### config.mk
export PLATFORM = sky130hd
export DESIGN_NAME = rr_pick
export DESIGN_NICKNAME = d
export VERILOG_FILES = /design/src/rtl/rr_grant_arbiter_pkg.sv /design/src/rtl/rr_grant_arbiter_pick.sv
export SDC_FILE = /design/constraint.sdc
export NUM_CORES = 1
export LEC_CHECK = 0
export CAP_MARGIN = 25
export CORE_ASPECT_RATIO = 0.9
export CORE_MARGIN = 4
export CORE_UTILIZATION = 58
export DETAILED_ROUTE_END_ITERATION = 16
export GPL_ROUTABILITY_DRIVEN = 0
export PLACE_DENSITY = 0.86
export SYNTH_ARGS = -nofsm -noshare
export SYNTH_HDL_FRONTEND = slang
export SYNTH_SLANG_ARGS = --single-unit
### constraint.sdc
create_clock -name vclk -period 8.7
set_input_delay 2.61 -clock vclk [all_inputs]
set_output_delay 2.61 -clock vclk [all_outputs]
set_load 0.005 [all_outputs]
### src/rtl/rr_grant_arbiter_pkg.sv
// rr_grant_arbiter shared types and constants.
// Widths, FSM state enum, one-hot to index helper.
package rr_grant_arbiter_pkg;

  localparam int N_REQ     = 16;
  localparam int REQ_IDX_W = 4;
  localparam int TMO_W     = 16;

  typedef enum logic {
    IDLE  = 1'b0,
    GRANT = 1'b1
  } state_e;

  function automatic logic [REQ_IDX_W-1:0]
    oh2idx(input logic [N_REQ-1:0] oh);
    logic [REQ_IDX_W-1:0] idx;
    idx = '0;
    for (int i = 0; i < N_REQ; i++) begin
      if (oh[i]) idx = idx | REQ_IDX_W'(i);
    end
    return idx;
  endfunction

endpackage

### src/rtl/rr_grant_arbiter_pick.sv
// rr_pick: combinational round-robin pick, first set req at or above ptr.
// Ports: req_i[15:0], ptr_i[3:0] in; pick_o[15:0] one-hot, any_req_o out.
module rr_pick
  import rr_grant_arbiter_pkg::*;
(
  input  logic [N_REQ-1:0]     req_i,
  input  logic [REQ_IDX_W-1:0] ptr_i,
  output logic [N_REQ-1:0]     pick_o,
  output logic                 any_req_o
);

  logic [2*N_REQ-1:0] rot_dbl;
  logic [2*N_REQ-1:0] back_dbl;
  logic [N_REQ-1:0]   rot;
  logic [N_REQ-1:0]   lsb;

  // Rotate so ptr sits at bit 0.
  assign rot_dbl  = {req_i, req_i} >> ptr_i;
  assign rot      = rot_dbl[N_REQ-1:0];
  // Isolate lowest set bit.
  assign lsb      = rot & (~rot + N_REQ'(1));
  // Rotate back into requester order.
  assign back_dbl = {lsb, lsb} << ptr_i;
  assign pick_o   = back_dbl[2*N_REQ-1:N_REQ];

  assign any_req_o = |req_i;

endmodule

==> results of run 1 <==
## how the worst min path moves through the flow
stage	endpoint	cells past startpoint	slack, ps
detailed placement	pick_o[6]	5	6390
global route	any_req_o	4	6150
floorplan	any_req_o	2	5310
finish	any_req_o	4	6080
CTS	pick_o[6]	5	6390
global placement	pick_o[6]	5	6370
## worst max-delay path, cell delays in order
cell and delay [ps]:
clkdlybuf4s50_1 460, buf_4 170, mux4_2 530, mux2i_1 230
buf_4 160, mux2i_1 90, a211oi_1 580, o21ai_0 180
o21ai_0 360, mux2i_1 140, clkdlybuf4s50_1 480
## metrics by stage
stage	total power, mW	hold slack [ps]	setup TNS, ps
after floorplan	0.108	5310	0
after global placement	0.167	6370	0
after detailed placement	0.172	6390	0
after CTS	0.173	6390	0
after global routing	0.192	6150	-14.7
final	0.181	6080	0
## synth_stat cells (2+ instances only)
library cell  number  area, um^2
mux2i_1           55         551
mux4_2            17         383
o21ai_1            4        20.0
nand3_1           11        55.1
a211oi_1           3        22.5
a311o_1            2        20.0
a31oi_1            4        25.0
inv_1              6        22.5
buf_1              6        22.5
nand2b_1           4        25.0
a2111oi_0          2        17.5
nand2_1           21        78.8
mux2_2             9         101
o21ai_0           14        70.1
nor2b_1            3        18.8
o2111ai_1          3        26.3
o221ai_1           2        17.5
a41oi_1            2        17.5
buf_4              3        22.5
a21o_1             2        15.0
o311ai_0           3        26.3
a21oi_1            9        45.0
nand4_1            7        43.8
and3_1             2        12.5
nor4_1             5        31.3
buf_6              2        22.5
clkbuf_1          13        48.8
nand4bb_1          2        22.5
and2_1             2        12.5
nor3_1             3        15.0
o211ai_1           7        52.6
a22oi_1            4        30.0
buf_2              3        15.0
nor3b_1            4        30.0
or4_1              2        15.0
nor2_1            19        71.3
## layout make-up
| class | count | area share (%) |
|---|---|---|
| multi-input combinational | 252 | 74.0 |
| tap | 46 | 1.98 |
| inverter | 7 | 0.906 |
| timing repair buffer | 76 | 23.1 |
## cells in the final DEF (no fill, tap or decap), types with 3 or more instances in the layout
cell             netlist  routed
inv_1                  6       6
nor3b_1                4       4
and2_1                 2       3
nor2b_1                3       3
o21ai_1                4       4
mux2i_1               55      53
nand2_1               21      21
nand3_1               11      11
a31oi_1                4       4
a21oi_1                9       7
nor3_1                 3       3
nand4_1                7       7
clkdlybuf4s50_1        0      29
mux4_2                17      17
nand2b_1               4       4
o311ai_0               3       3
nor2_1                19      19
a211oi_1               3       3
o21ai_0               14      14
dlymetal6s2s_1         0       6
mux2_2                 9       9
nor4_1                 5       5
buf_4                  3      39
o211ai_1               7       7
a22oi_1                4       4
## cells by family (layout without fill, tap and decap cells)
group / count (synthesis) / count (layout) / synth area share [%]
AOI/OAI and AO/OA: 77 / 77 / 24.5
buffers and inverters: 34 / 83 / 6.95
muxes: 82 / 82 / 46.3
and+or+nand+nor: 93 / 93 / 22.2
## metal layers
metal  vias up  part of all wire, %
li1       1253                    -
met1      1316                   40
met2       206                   45
met3        33                   11
met4         0                  2.7
met5         -                    0
## power groups by stage
stage / Sequential, mW / Combinational [mW] / Clock, mW
after floorplan: 0 / 0.108 / 0
after global placement: 0 / 0.167 / 0
after detailed placement: 0 / 0.172 / 0
after CTS: 0 / 0.173 / 0
after global routing: 0 / 0.192 / 0
final: 0 / 0.181 / 0
==> flow_summary.ini, run 1 <==
[die]
num_rows = 21
start_util_pct = 60.4
die_area_mm2 = 0.00498
die_y_um = 67.3
chipWidth_um = 73.9
boundaryPins = 37
core_area_mm2 = 0.00376

[routing]
first_pass_iters = 5
postRouteWirelength_um = 7920
vias = 2808
wl_per_cell_um = 20.8
antenna_left = 0
drc = 0
drt-vias-per-instance = 7.37
drt-initial-drc-count = 416

[finish]
seqCellArea_um2 = 0
multi_input_area_mm2 = 0.00215
n_fill_cell = 266
n_clock_buffer = 0
fin_util_pct = 77.2
fin_cells = 381
fin_nets = 357
seq_cell_count = 0
syn_to_final_growth_pct = 27.9
diodes = 0
drive_gt1_share_pct = 23.6
design_area_mm2 = 0.00290

[hold_path]
hp-class = in2out
worstHoldStart = req_i[2]

[logic_synthesis]
avgSynthCellArea_um2 = 7.93
synth_warnings = 0
synth_seq_area_share_pct = 0
synth_fp_nets = 306
syn-cell-area_mm2 = 0.00227
netlist_instances = 286
synth_cell_types = 62

[placed_design]
hpwlAfterDp_um = 6190
pre_cts_ws_ps = 48.9
portBuffers = 37
place_area_mm2 = 0.00285
dp_cells = 381

[global_routing]
use_met3_pct = 5.36
overflow = 0
grt.total_usage_pct = 31.4
grt_pass1_vias = 2566
grtUsageMet2_pct = 50.2
use_met1_pct = 43.7
grt_pass1_wl_um = 12400
busiest_layer = met2
antenna_found_initial = 0
grt_max_degree = 39

[clock_network]
postCtsSetupRepairBufs = 0
postCtsResizedCells = 0
ctsHoldBuffers = 0

[power]
p_switching_mw = 0.0963
ir_drop_v = 0.0000476
clkPwrFrac_pct = 0
swShare_pct = 53.3
p_leak_nw = 1.18
pwr-share-seq_pct = 0
combPwrFrac_pct = 100.0
power.density_mw_per_mm2 = 62.2
internal-power_mw = 0.0842

[worst_setup_path]
worstPathArrival_ps = 5980
cp_max_fo = 4
crit_path_end = pick_o[5]
crit_required_ps = 6090
cp-start-kind = input port
critPathKind = in2out
startpoint = req_i[10]
endpoint_kind = output port

[sta]
setup_violations = 0
slew_headroom_pct = 58.1
hold_violations = 0
fin_crit_sh_pct = 98.7
fin_crit_ps = 8590
finalMaxSlewViolations = 0
clock.fmax_ghz = 0.116
tightest_slew_ps = 624
layout_setup_ws_ps = 114

[job]
drv_cap = 0

[run_status]
status = completed
No activity file was read; power rests on OpenSTA's default activity.
==> run 2: changes to the inputs <==
==> constraint.sdc (replaced) <==
create_clock -name vclk -period 9.3
set_input_delay 2.79 -clock vclk [all_inputs]
set_output_delay 2.79 -clock vclk [all_outputs]
set_load 0.005 [all_outputs]
==> run 2 against run 1 <==
Effect of this change: count of clock-buffer cells in the layout stayed put; first-iteration DRC count is 15% higher; final area is 4.4% lower; critical endpoint is now pick_o[10]; highest routed layer unchanged.
==> flow_summary.ini, run 2 (synthesis results as in run 1) <==
[run_status]
status = completed

[finish]
drive_gt1_share_pct = 18.6
fin_util_pct = 73.8
layout_common_cells = 55 x mux2i_1, 30 x clkdlybuf4s50_1, 26 x buf_4, 21 x nand2_1, 19 x nor2_1
n_clock_buffer = 0
seqCellArea_um2 = 0
fin_cells = 368
layout_commonest_cell = mux2i_1
diodes = 0
multi_input_area_mm2 = 0.00212
n_fill_cell = 279
seq_cell_count = 0
fin_nets = 344
syn_to_final_growth_pct = 22.3

[routing]
drt-met1-wl_um = 3080
postRouteWirelength_um = 7760
dr_wl_met2_um = 3540
drt-vias-per-instance = 7.41
highest_layer = met4
vias = 2727
wl_per_cell_um = 21.1
first_pass_iters = 7
antenna_left = 0
drc = 0
drt-initial-drc-count = 480
wl_met3_um = 958

[job]
drv_cap = 0

[hold_path]
hold_end = any_req_o
worstHoldStart = req_i[7]
hp-class = in2out
worstHoldPathCells = 4

[sta]
fin_crit_ps = 9120
fin_crit_sh_pct = 98.1
tightest_slew_ps = 627
hold_violations = 0
setup_violations = 0
clock.fmax_ghz = 0.110
slew_headroom_pct = 57.9
finalMaxSlewViolations = 0
tns_ps = 0

[worst_setup_path]
cp-start-kind = input port
critPathKind = in2out
cp_max_fo = 7
crit_buf_inv = 4
endpoint_kind = output port
slowest_delay_ps = 550
crit_path_cell_trace = clkdlybuf4s50_1, buf_4, mux4_2, mux2i_1, nand4_1, a22oi_2, buf_4, nand2b_4, o311ai_0, o21ai_0, o211ai_1, clkdlybuf4s50_1
slowest_stage = mux4_2
path_delay_family = buffers and inverters
crit_required_ps = 6510
worstPathArrival_ps = 6330

[power]
p_total_mw = 0.162
ir_drop_v = 0.0000386
p_leak_nw = 1.11
power.density_mw_per_mm2 = 58.3

[global_routing]
grt_pass1_wl_um = 12000
antenna_found_initial = 0
grt.total_usage_pct = 30.2
grt_max_degree = 39
overflow = 0
grt_pass1_vias = 2446

[die]
die_y_um = 67.3
die_area_mm2 = 0.00498
chipWidth_um = 73.9
start_util_pct = 60.4
num_rows = 21
core_area_mm2 = 0.00376
boundaryPins = 37

[placed_design]
portBuffers = 37
dp_cells = 363
hpwlAfterDp_um = 5860

[clock_network]
ctsHoldBuffers = 0
## run 2: cell types whose count changed in the layout (fill, tap and decap cells not counted), moves of 2 or more
cell     previous run  this run
mux2i_1            53        55
a21oi_1             7         9
mux2i_2             2         0
a21oi_2             2         0
buf_4              39        26
## run 2: worst max path at each step
stage                         start  cells past startpoint         end  slack (ps)
after floorplan            ptr_i[1]                     10   pick_o[2]        1160
after detailed placement   ptr_i[1]                     12  pick_o[10]         110
after global placement    req_i[10]                     10   pick_o[2]         250
after global routing      req_i[12]                     12  pick_o[10]         -10
after CTS                  ptr_i[1]                     12  pick_o[10]          70
final                      req_i[1]                     12  pick_o[10]         180
## run 2: area by class of cell
class / instances / share of cell area [%]
timing repair buffer: 63 / 20.6
multi-input combinational: 252 / 76.4
tap: 46 / 2.07
inverter: 7 / 0.947
## run 2: per-layer routing
layer	global-route usage (%)	vias to the layer above
met5	0	-
met4	5.88	0
met3	5.06	31
met2	48.8	198
met1	42.5	1264
li1	-	1234
## run 2: per-stage QoR
| step | cell area (um^2) | hold slack (ps) | worst slack [ps] |
|---|---|---|---|
| 6_report | 2770 | 6420 | 178 |
| 4_1_cts | 2710 | 6790 | 74.1 |
| 3_5_place_dp | 2710 | 6790 | 113 |
| 5_1_grt | 2770 | 6490 | -13.6 |
| 2_1_floorplan | 2270 | 5670 | 1160 |
| 3_3_place_gp | 2710 | 6760 | 251 |
## run 2: report_power, final
part | internal, mW | switching [mW]
combinational | 0.0735 | 0.0881
clock | 0 | 0
sequential | 0 | 0
## run 2: timing repair
action / CTS / global route
gates resized for setup: 0 / 8
setup endpoints to repair: 0 / 16
setup buffers: 0 / 5
==> run 3: changes to the inputs <==
--- a/config.mk
+++ b/config.mk
@@ -7,11 +7,10 @@
 export LEC_CHECK = 0
 export CAP_MARGIN = 25
 export CORE_ASPECT_RATIO = 0.9
-export CORE_MARGIN = 4
-export CORE_UTILIZATION = 58
+export CORE_UTILIZATION = 52
 export DETAILED_ROUTE_END_ITERATION = 16
 export GPL_ROUTABILITY_DRIVEN = 0
-export PLACE_DENSITY = 0.86
+export PLACE_DENSITY = 0.81
 export SYNTH_ARGS = -nofsm -noshare
 export SYNTH_HDL_FRONTEND = slang
 export SYNTH_SLANG_ARGS = --single-unit
==> constraint.sdc (replaced) <==
create_clock -name vclk -period 8.1
set_input_delay 2.43 -clock vclk [all_inputs]
set_output_delay 2.43 -clock vclk [all_outputs]
set_load 0.005 [all_outputs]
==> run 3 against run 2 <==
Effect of this change: largest power group unchanged; die area fell by 7.0%; the run now ends with negative setup slack left; global-route usage rose by 5.1 points; critical endpoint is now pick_o[13]; first-iteration DRC count fell by 9.0%; count of clock-buffer cells in the layout did not move; final area rose by 17%; routed wire length rose by 19%; final cell count rose by 13%; setup slack got worse by 200 ps; via count rose by 13%; highest routed layer unchanged; power rose by 38%; combinational power rose by 38%.
==> flow_summary.ini, run 3 (synthesis results as in run 1) <==
[sta]
setup_violations = 1
fin_crit_ps = 8120
clock.fmax_ghz = 0.123
tightest_slew_ps = 566
fin_crit_sh_pct = 100
finalMaxSlewViolations = 0
hold_violations = 0
slew_headroom_pct = 62.2
layout_setup_ws_ps = -23.4
tns_ps = -23.4

[finish]
layout_common_cells = 67 x buf_4, 50 x mux2i_1, 21 x nand2_1, 19 x nor2_1, 18 x clkdlybuf4s50_1
syn_to_final_growth_pct = 42.7
diodes = 0
fin_nets = 388
drive_gt1_share_pct = 34.4
layout_commonest_cell = buf_4
seq_cell_count = 0
n_clock_buffer = 0
seqCellArea_um2 = 0

[placed_design]
hpwlAfterDp_um = 6180
portBuffers = 37

[hold_path]
hp-class = in2out
worstHoldStart = ptr_i[3]

[power]
p_switching_mw = 0.117
combPwrFrac_pct = 100.0
p_total_mw = 0.223
clkPwrFrac_pct = 0
pwr-share-seq_pct = 0
power.density_mw_per_mm2 = 68.8
p_leak_nw = 1.47
swShare_pct = 52.7
ir_drop_v = 0.0000560
internal-power_mw = 0.105

[worst_setup_path]
critPathKind = in2out
path_delay_family = multiplexers
cp-start-kind = input port
crit_required_ps = 5670
worstPathArrival_ps = 5690
crit_path_end = pick_o[13]
cp_max_fo = 5
startpoint = req_i[0]
cp.depth = 13
crit_path_cell_trace = clkdlybuf4s50_1, buf_4, mux4_2, mux2i_1, nand4_1, buf_4, a21oi_1, o2111ai_1, mux2i_1, buf_4, mux2i_1, mux2i_1, dlygate4sd2_1
cpMostUsedCell = mux2i_1
endpoint_kind = output port
slowest_delay_ps = 540
slowest_stage = mux4_2
crit_buf_inv = 5

[die]
chipWidth_um = 71.6
start_util_pct = 54.9
die_area_mm2 = 0.00463
boundaryPins = 37
core_area_mm2 = 0.00413
die_y_um = 64.7
num_rows = 22

[global_routing]
overflow = 0
grt.total_usage_pct = 35.3
grt_pass1_wl_um = 13200
grt_max_degree = 39
antenna_found_initial = 0
grt_pass1_vias = 2653

[run_status]
status = complete, but fails checks
violations = negative setup slack

[job]
drv_cap = 0

[clock_network]
ctsHoldBuffers = 0

[routing]
wl_per_cell_um = 22.2
first_pass_iters = 6
postRouteWirelength_um = 9210
drc = 0
antenna_left = 0
vias = 3074
drt-initial-drc-count = 437
drt-vias-per-instance = 7.43
[run 3: cell types whose count changed in the layout (fill, tap and decap cells not counted), moves of 4 or more]
cell | previous run | this run
dlygate4sd2_1 | 0 | 4
mux2i_2 | 0 | 4
o21ai_1 | 4 | 8
buf_4 | 26 | 67
o21ai_0 | 14 | 10
dlymetal6s2s_1 | 5 | 11
mux2i_1 | 55 | 50
clkdlybuf4s50_1 | 30 | 18
[run 3: power by group through the flow]
stage	clock network, mW	logic [mW]	registers, mW
final	0	0.223	0
after global routing	0	0.235	0
after CTS	0	0.199	0
after detailed placement	0	0.199	0
after global placement	0	0.193	0
after floorplan	0	0.116	0
[run 3: worst min-delay path by stage]
stage               cells past startpoint        end
CTS                                     5  pick_o[5]
floorplan                               2  any_req_o
finish                                  5  pick_o[6]
global route                            5  pick_o[6]
detailed placement                      4  any_req_o
global placement                        4  any_req_o
[run 3: cell type report]
class | instances | area, um^2
multi-input combinational | 252 | 2240
timing repair buffer | 107 | 910
fill | 290 | 892
tap | 48 | 60.1
inverter | 7 | 26.3
[run 3: repair_timing]
item                                    CTS  global route
cloned                                    0             0
setup buffers                             1             5
resized for setup                        11            44
pin swaps                                 2             6
endpoints found under the setup margin   14            13
[run 3: through the flow]
| step | cells | utilization, % | hold WS (ps) | area (um^2) | worst slack (ps) |
|---|---|---|---|---|---|
| finish | 414 | 78.4 | 5680 | 3240 | -23.4 |
| floorplan | 286 | - | 4950 | 2270 | 683 |
| global placement | 408 | 73.6 | 6000 | 3040 | -142 |
| detailed placement | 408 | 73.6 | 6010 | 3040 | -219 |
| CTS | 409 | 74.1 | 5830 | 3060 | 3.75 |
| global route | 414 | 78.4 | 5720 | 3240 | -139 |
[run 3: worst min-delay path, cell delays in order]
cell            delay, ps
buf_2                 170
buf_4                 170
buf_6                 170
mux2i_1               130
dlymetal6s2s_1        150
[run 3: layer usage]
metal	part of all wire [%]	GRT usage, %	vias to the layer above	routed length (um)
met5	0	0	-	0
met4	3.8	5.88	0	347
met3	11	4.98	57	995
met2	45	56.3	238	4170
met1	40	51.2	1459	3700
li1	-	-	1320	-
